## config.mk

```make
export PLATFORM = sky130hd
export DESIGN_NAME = cpu_serial_arbiter_flat
export DESIGN_NICKNAME = d
export VERILOG_FILES = /design/src/rtl/cpu_serial_arbiter_if.sv /design/src/rtl/cpu_serial_arbiter.sv /design/src/flat_wrapper.sv
export SDC_FILE = /design/constraint.sdc
export NUM_CORES = 1
export LEC_CHECK = 0
export ABC_AREA = 1
export CAP_MARGIN = 5
export CORE_MARGIN = 1.5
export CORE_UTILIZATION = 50
export CTS_CLUSTER_SIZE = 10
export DETAILED_ROUTE_END_ITERATION = 8
export PLACE_DENSITY = 0.88
export SKIP_CTS_REPAIR_TIMING = 1
export SLEW_MARGIN = 25
export SYNTH_ARGS = -nofsm -noshare
export SYNTH_HDL_FRONTEND = slang
export SYNTH_SLANG_ARGS = --single-unit
export TNS_END_PERCENT = 1
```

## constraint.sdc

```tcl
create_clock -name clk -period 5 [get_ports clk]
set_clock_uncertainty 0.15 [all_clocks]
set_input_delay 1.5 -clock clk [delete_from_list [all_inputs] [get_ports clk]]
set_output_delay 1.5 -clock clk [all_outputs]
set_load 0.005 [all_outputs]
```

## src/rtl/cpu_serial_arbiter_if.sv

```systemverilog
// Requester-side bus of the CPU serial arbiter: two parallel command ports
// plus the shared valid/ready response channel.
interface cpu_serial_arbiter_if #(
   parameter int DATA_W = 8,
   parameter int OP_W   = 4
);
   logic [1:0]        req_valid;
   logic [DATA_W-1:0] req_a0;
   logic [DATA_W-1:0] req_b0;
   logic [OP_W-1:0]   req_op0;
   logic [DATA_W-1:0] req_a1;
   logic [DATA_W-1:0] req_b1;
   logic [OP_W-1:0]   req_op1;
   logic [1:0]        req_ready;
   logic [1:0]        resp_valid;
   logic [1:0]        resp_ready;
   logic [DATA_W-1:0] resp_data;
   logic [3:0]        resp_flags;

   modport master (
      output req_valid, req_a0, req_b0, req_op0, req_a1, req_b1, req_op1, resp_ready,
      input  req_ready, resp_valid, resp_data, resp_flags
   );

   modport slave (
      input  req_valid, req_a0, req_b0, req_op0, req_a1, req_b1, req_op1, resp_ready,
      output req_ready, resp_valid, resp_data, resp_flags
   );
endinterface

```

## src/rtl/cpu_serial_arbiter.sv

```systemverilog
// Round-robin arbiter sharing the CPU serial command port between two requesters:
// start pulse, MSB-first A/B/opcode stream, fixed result latency, valid/ready return.
module cpu_serial_arbiter #(
   parameter int DATA_W     = 8,
   parameter int OP_W       = 4,
   parameter int RESULT_LAT = 3
) (
   input  logic              clk,
   input  logic              rst_n,
   cpu_serial_arbiter_if.slave bus,
   output logic              cpu_start,
   output logic              cpu_serial,
   input  logic [DATA_W-1:0] cpu_result,
   input  logic [3:0]        cpu_flags,
   output logic              busy,
   output logic              grant_id
);

   localparam int SR_W    = 2*DATA_W + OP_W;
   localparam int MAX_AB  = (DATA_W > OP_W) ? DATA_W : OP_W;
   localparam int MAX_LEN = (MAX_AB > RESULT_LAT) ? MAX_AB : RESULT_LAT;
   localparam int CNT_W   = $clog2(MAX_LEN + 1);

   typedef enum logic [2:0] {
      S_IDLE, S_START, S_SHIFT_A, S_SHIFT_B, S_SHIFT_OP, S_WAIT, S_RESP
   } state_t;

   state_t            r_state;
   state_t            w_next_state;
   logic [CNT_W-1:0]  r_cnt;
   logic [SR_W-1:0]   r_sr;
   logic              r_last_grant;
   logic              r_grant_id;
   logic              r_cpu_start;
   logic              r_cpu_serial;
   logic [DATA_W-1:0] r_resp_data;
   logic [3:0]        r_resp_flags;
   logic              w_grant;
   logic              w_grant_fire;
   logic              w_next_is_shift;

   // NOTE: every signal written here gets a default first, so no path can infer a latch.
   always_comb begin
      w_next_state = r_state;
      w_grant      = r_last_grant;
      w_grant_fire = 1'b0;
      unique case (r_state)
         S_IDLE: begin
            if (bus.req_valid != 2'b00) begin
               w_grant_fire = 1'b1;
               w_next_state = S_START;
               case (bus.req_valid)
                  2'b01:   w_grant = 1'b0;
                  2'b10:   w_grant = 1'b1;
                  default: w_grant = ~r_last_grant;
               endcase
            end
         end
         S_START:    w_next_state = S_SHIFT_A;
         S_SHIFT_A:  if (r_cnt == CNT_W'(DATA_W-1))     w_next_state = S_SHIFT_B;
         S_SHIFT_B:  if (r_cnt == CNT_W'(DATA_W-1))     w_next_state = S_SHIFT_OP;
         S_SHIFT_OP: if (r_cnt == CNT_W'(OP_W-1))       w_next_state = S_WAIT;
         S_WAIT:     if (r_cnt == CNT_W'(RESULT_LAT-1)) w_next_state = S_RESP;
         S_RESP:     if (bus.resp_ready[r_grant_id])    w_next_state = S_IDLE;
         default:    w_next_state = S_IDLE;
      endcase
   end

   assign w_next_is_shift = (w_next_state == S_SHIFT_A) || (w_next_state == S_SHIFT_B) ||
                            (w_next_state == S_SHIFT_OP);

   // NOTE: sequential state uses non-blocking assignments so every flop samples pre-edge values.
   always_ff @(posedge clk or negedge rst_n) begin
      if (!rst_n) begin
         r_state <= S_IDLE;
         r_cnt   <= '0;
      end else begin
         r_state <= w_next_state;
         if (w_next_state != r_state)
            r_cnt <= '0;
         else if (r_state != S_IDLE && r_state != S_RESP)
            r_cnt <= r_cnt + CNT_W'(1);
      end
   end

   // Serial outputs are computed from the next state so the pins come straight off flops.
   always_ff @(posedge clk or negedge rst_n) begin
      if (!rst_n) begin
         r_sr         <= '0;
         r_last_grant <= 1'b1;
         r_grant_id   <= 1'b0;
         r_cpu_start  <= 1'b0;
         r_cpu_serial <= 1'b0;
         r_resp_data  <= '0;
         r_resp_flags <= '0;
      end else begin
         r_cpu_start <= (w_next_state == S_START);
         if (w_grant_fire) begin
            r_sr         <= w_grant ? {bus.req_a1, bus.req_b1, bus.req_op1}
                                    : {bus.req_a0, bus.req_b0, bus.req_op0};
            r_grant_id   <= w_grant;
            r_last_grant <= w_grant;
            r_cpu_serial <= 1'b0;
         end else if (w_next_is_shift) begin
            r_cpu_serial <= r_sr[SR_W-1];
            r_sr         <= r_sr << 1;
         end else begin
            r_cpu_serial <= 1'b0;
         end
         if (r_state == S_WAIT && w_next_state == S_RESP) begin
            r_resp_data  <= cpu_result;
            r_resp_flags <= cpu_flags;
         end
      end
   end

   assign bus.req_ready  = w_grant_fire ? (2'b01 << w_grant) : 2'b00;
   assign bus.resp_valid = (r_state == S_RESP) ? (2'b01 << r_grant_id) : 2'b00;
   assign bus.resp_data  = r_resp_data;
   assign bus.resp_flags = r_resp_flags;
   assign cpu_start      = r_cpu_start;
   assign cpu_serial     = r_cpu_serial;
   assign busy           = (r_state != S_IDLE);
   assign grant_id       = r_grant_id;

endmodule
```

## src/flat_wrapper.sv

```systemverilog
// flat-port wrapper written by rule: the top's interface ports become plain ports
module cpu_serial_arbiter_flat 
#(
   parameter int DATA_W     = 8,
   parameter int OP_W       = 4,
   parameter int RESULT_LAT = 3
)
  (clk, rst_n, cpu_start, cpu_serial, cpu_result, cpu_flags, busy, grant_id, bus_req_valid, bus_req_a0, bus_req_b0, bus_req_op0, bus_req_a1, bus_req_b1, bus_req_op1, bus_resp_ready, bus_req_ready, bus_resp_valid, bus_resp_data, bus_resp_flags);
  cpu_serial_arbiter_if #(.DATA_W(DATA_W), .OP_W(OP_W)) bus_i ();
  input  logic clk;
  input  logic rst_n;
  output logic cpu_start;
  output logic cpu_serial;
  input  logic [DATA_W-1:0] cpu_result;
  input  logic [3:0] cpu_flags;
  output logic busy;
  output logic grant_id;
  input wire logic [$bits(bus_i.req_valid)-1:0] bus_req_valid;
  input wire logic [$bits(bus_i.req_a0)-1:0] bus_req_a0;
  input wire logic [$bits(bus_i.req_b0)-1:0] bus_req_b0;
  input wire logic [$bits(bus_i.req_op0)-1:0] bus_req_op0;
  input wire logic [$bits(bus_i.req_a1)-1:0] bus_req_a1;
  input wire logic [$bits(bus_i.req_b1)-1:0] bus_req_b1;
  input wire logic [$bits(bus_i.req_op1)-1:0] bus_req_op1;
  input wire logic [$bits(bus_i.resp_ready)-1:0] bus_resp_ready;
  output wire logic [$bits(bus_i.req_ready)-1:0] bus_req_ready;
  output wire logic [$bits(bus_i.resp_valid)-1:0] bus_resp_valid;
  output wire logic [$bits(bus_i.resp_data)-1:0] bus_resp_data;
  output wire logic [$bits(bus_i.resp_flags)-1:0] bus_resp_flags;
  assign bus_i.req_valid = bus_req_valid;
  assign bus_i.req_a0 = bus_req_a0;
  assign bus_i.req_b0 = bus_req_b0;
  assign bus_i.req_op0 = bus_req_op0;
  assign bus_i.req_a1 = bus_req_a1;
  assign bus_i.req_b1 = bus_req_b1;
  assign bus_i.req_op1 = bus_req_op1;
  assign bus_i.resp_ready = bus_resp_ready;
  assign bus_req_ready = bus_i.req_ready;
  assign bus_resp_valid = bus_i.resp_valid;
  assign bus_resp_data = bus_i.resp_data;
  assign bus_resp_flags = bus_i.resp_flags;
  cpu_serial_arbiter #(.DATA_W(DATA_W), .OP_W(OP_W), .RESULT_LAT(RESULT_LAT)) u_core (.clk(clk), .rst_n(rst_n), .bus(bus_i), .cpu_start(cpu_start), .cpu_serial(cpu_serial), .cpu_result(cpu_result), .cpu_flags(cpu_flags), .busy(busy), .grant_id(grant_id));
endmodule
```

==> impl_table.tex <==
\begin{tabular}{lr}
\hline
Metric & Value \\
\hline
\multicolumn{2}{l}{\textbf{Cells and area}} \\
\quad Register area & 1080 um\^{}2 \\
\quad Share of post-route cells with drive strength above 1 & 0.0678 \\
\quad Final antenna diode count & 0 \\
\quad Number of standard cells in the final layout excluding fillers & 450 \\
\quad Number of nets in the final layout & 457 \\
\quad Most used cells in the layout excluding fill and tap cells & sky130\_fd\_sc\_hd\_\_nand2\_1, sky130\_fd\_sc\_hd\_\_clkdlybuf4s50\_1, sky130\_fd\_sc\_hd\_\_nand3\_1 \\
\quad Commonest non-fill, non-tap cell in the layout & sky130\_fd\_sc\_hd\_\_nand2\_1 \\
\quad Area delta synth->final & 36.4\% \\
\quad Fillers & about 360 \\
\quad Multi-input gate area & between 1000 and 1500 um\^{}2 \\
\multicolumn{2}{l}{\textbf{Logic synthesis}} \\
\quad Synthesized flop and latch total & between 40 and 50 \\
\quad Netlist area before placement & 2370 um\^{}2 \\
\quad Mapped Nets & slightly below 400 \\
\quad Largest area contributor in the netlist & sky130\_fd\_sc\_hd\_\_dfrtp\_1 \\
\quad Share of Yosys cell area claimed by the top area cell type & 0.444 \\
\quad Largest cells by area after synthesis & sky130\_fd\_sc\_hd\_\_dfrtp\_1, sky130\_fd\_sc\_hd\_\_nand2\_1, sky130\_fd\_sc\_hd\_\_nand3\_1, sky130\_fd\_sc\_hd\_\_nand4\_1, sky130\_fd\_sc\_hd\_\_nor2\_1 \\
\quad Post-synth cell types & 23 \\
\quad Sequential area share after synthesis & 0.455 \\
\quad Synth warn & 0 \\
\quad Average cell area after synthesis & 7.26 um\^{}2 \\
\quad Synthesized netlist cell count & $\sim$330 \\
\multicolumn{2}{l}{\textbf{CTS}} \\
\quad Clock transition at path regs & about 70 ps \\
\quad Num Clock Sinks & 43 \\
\quad Clock root cell & sky130\_fd\_sc\_hd\_\_clkbuf\_8 \\
\quad CTS buffer count & 5 \\
\quad Clock tree from TritonCTS & built \\
\quad H-tree Lvls & 2 \\
\quad Max Root-Sink Buffers & 2 \\
\quad Clock latency at the later pin of the worst-skew pair & 300 ps \\
\multicolumn{2}{l}{\textbf{Pwr}} \\
\quad PwrDens & 450 nW/um\^{}2 \\
\quad Max IR drop VDD & about 0.0003 V \\
\quad Static leakage power & about 1.6 nW \\
\quad Power after layout & about 1.5 mW \\
\multicolumn{2}{l}{\textbf{Global routing}} \\
\quad Global-route wire length before repair & 9740 um \\
\quad Aggregate global-route resource usage & 0.237 \\
\quad Maximum number of pins on one net before global-route repair & between 40 and 50 \\
\quad Global route overflow & 0 \\
\quad Antenna violations before repair & 0 \\
\quad Number of global-route vias before repair & around 2,200 \\
\multicolumn{2}{l}{\textbf{Critical path}} \\
\quad Kind of start point of the critical path & input port \\
\quad Number of cells on the worst reg-to-reg path & 10 \\
\quad CP peak stage delay & 560 ps \\
\quad Worst path cell trace & clkdlybuf4s50\_1, inv\_1, nor2\_1, nand2\_1, inv\_1, clkdlybuf4s50\_1 \\
\quad Type of the setup path with the least slack & in2out \\
\quad Slowest stage cell on the critical path & sky130\_fd\_sc\_hd\_\_clkdlybuf4s50\_1 \\
\quad Largest fanout on the critical path & 2 \\
\quad Worst Path Arrival & a little under 3000 ps \\
\quad Setup crit end kind & primary output \\
\quad Required arrival time at the worst endpoint & 3350 ps \\
\multicolumn{2}{l}{\textbf{STA}} \\
\quad Headroom to the max-slew limit & 0.470 \\
\quad Setup TNS Final & 0 ps \\
\quad Min cycle time layout & $\sim$4600 ps \\
\quad Final hold violation count & 0 \\
\quad Slew Limit Fails & 0 \\
\quad Max Freq & approximately 220 MHz \\
\quad Worst-margin pin slew & around 790 ps \\
\quad Final count of negative-setup-slack endpoints & 0 \\
\quad Crit path setup slack, layout & 377 ps \\
\quad Final cycle utilization of the critical path & 0.925 \\
\quad Setup repair after global routing missed its margin & no \\
\multicolumn{2}{l}{\textbf{Flow run}} \\
\quad Maximum Capacitance Violations & 0 \\
\multicolumn{2}{l}{\textbf{Placed design}} \\
\quad Setup WS pre-CTS & around 400 ps \\
\quad Post-Place Cells & about 440 \\
\quad Global placer's final weighted congestion & a little over 0.9 \\
\quad Count of input and output buffers & 77 \\
\quad HPWL after detailed placement & 3930 um \\
\multicolumn{2}{l}{\textbf{Floorplanning}} \\
\quad Placement row count & 24 \\
\quad Core ar. & approximately 4400 um\^{}2 \\
\quad Number of top-level pins & 78 \\
\quad Die Wd & about 72 um \\
\quad Vert. Die Dim & 71.8 um \\
\quad Initial cell density of the core & 0.532 \\
\quad Die ar. & a little over 5000 um\^{}2 \\
\multicolumn{2}{l}{\textbf{Status}} \\
\quad Status & complete, but fails checks \\
\quad Violations in the final reports & design-rule violations \\
\multicolumn{2}{l}{\textbf{Detailed routing}} \\
\quad Average routed wire per standard cell & 12.6 um \\
\quad Detail Route Antenna Nets & 0 \\
\quad Drt first pass iters & 6 \\
\quad Number of violations reported at the end of detailed-routing iteration 0 & about 250 \\
\quad Average via count per standard cell & roughly 5.3 \\
\quad Via Count & between 2,000 and 2,500 \\
\quad Total length of routed wires & about 5700 um \\
\quad Post-route DRC violation count & 4 \\
\multicolumn{2}{l}{\textbf{Min path}} \\
\quad Cell count of the worst hold path & 2 \\
\quad Min-delay worst type & reg2reg \\
\hline
\end{tabular}
==> per-layer routing <==
metal	share of wire	wire length, um	track usage
met3	0.055	313	0.0478
met5	0	0	0
met2	0.49	2770	0.406
met4	0.014	82	0.0629
met1	0.44	2500	0.306
==> area by class of cell <==
class / instances / area share
Clock buffer: 6 / 0.0225
Clock inverter: 2 / 0.00388
Inverter: 20 / 0.0233
Multi-Input combinational cell: 246 / 0.349
Sequential cell: 43 / 0.334
Tap cell: 52 / 0.0202
Timing Repair Buffer: 81 / 0.247
==> state kept, by name, summed over array words and instances (netlist names) <==
signal                 flops
u_core.bus.resp_flags      4
u_core.grant_id            1
u_core.cpu_start           1
u_core.bus.resp_data       8
u_core.r_state             3
u_core.cpu_serial          1
u_core.r_last_grant        1
u_core.r_sr               20
u_core.r_cnt               4
==> through the flow <==
stage                      util  area [um^2]  hold WS [ps]
after CTS                 0.726         3230           328
after detailed placement  0.707         3140           309
after global routing      0.726         3230           352
after floorplan               -         2370           315
final                     0.726         3230           325
after global placement    0.707         3140           304
==> worst max-delay path: cells and delay by family <==
family                 cells  cell delay, ps
buffers and inverters      4            1220
and+or+nand+nor            2             250
==> cell families after synthesis <==
kind of cell,count (synthesis),synth area share
simple gates,235,0.435
flops,43,0.455
buf+inv,37,0.0682
compound gates,6,0.0196
xor+xnor,3,0.0111
fa+ha+maj,2,0.0106
==> power breakdown <==
| part | internal (mW) | switching, mW | leakage [nW] |
|---|---|---|---|
| clock network | 0.0976 | 0.117 | 0.0412 |
| registers | 0.451 | 0.0621 | 0.504 |
| logic | 0.277 | 0.450 | 1.02 |
==> synthesized netlist by cell type (all sizes together) <==
cell,instances
dfrtp,42
nor2,24
clkbuf,4
buf,13
nand3b,1
o21ai,4
xor2,2
inv,20
nand2,139
a22oi,1
a21boi,1
ha,2
xnor2,1
nand3,51
dfstp,1
nand4,20
==> path summary, 6_finish.rpt <==
kind / from / endpoint / slack [ps]
max in group asynchronous: rst_n / u_core.r_last_grant / 3300
worst min-delay path: u_core.bus.resp_data[7] / u_core.bus.resp_data[7] / 320
worst max-delay path: bus_req_valid[1] / bus_req_ready[1] / 380
min in group asynchronous: rst_n / u_core.r_state[1] / 1030
worst min register to register: u_core.bus.resp_data[7] / u_core.bus.resp_data[7] / 320
worst max register to register: u_core.r_cnt[0] / u_core.r_sr[6] / 2280
(Power assumes the default switching activity.)
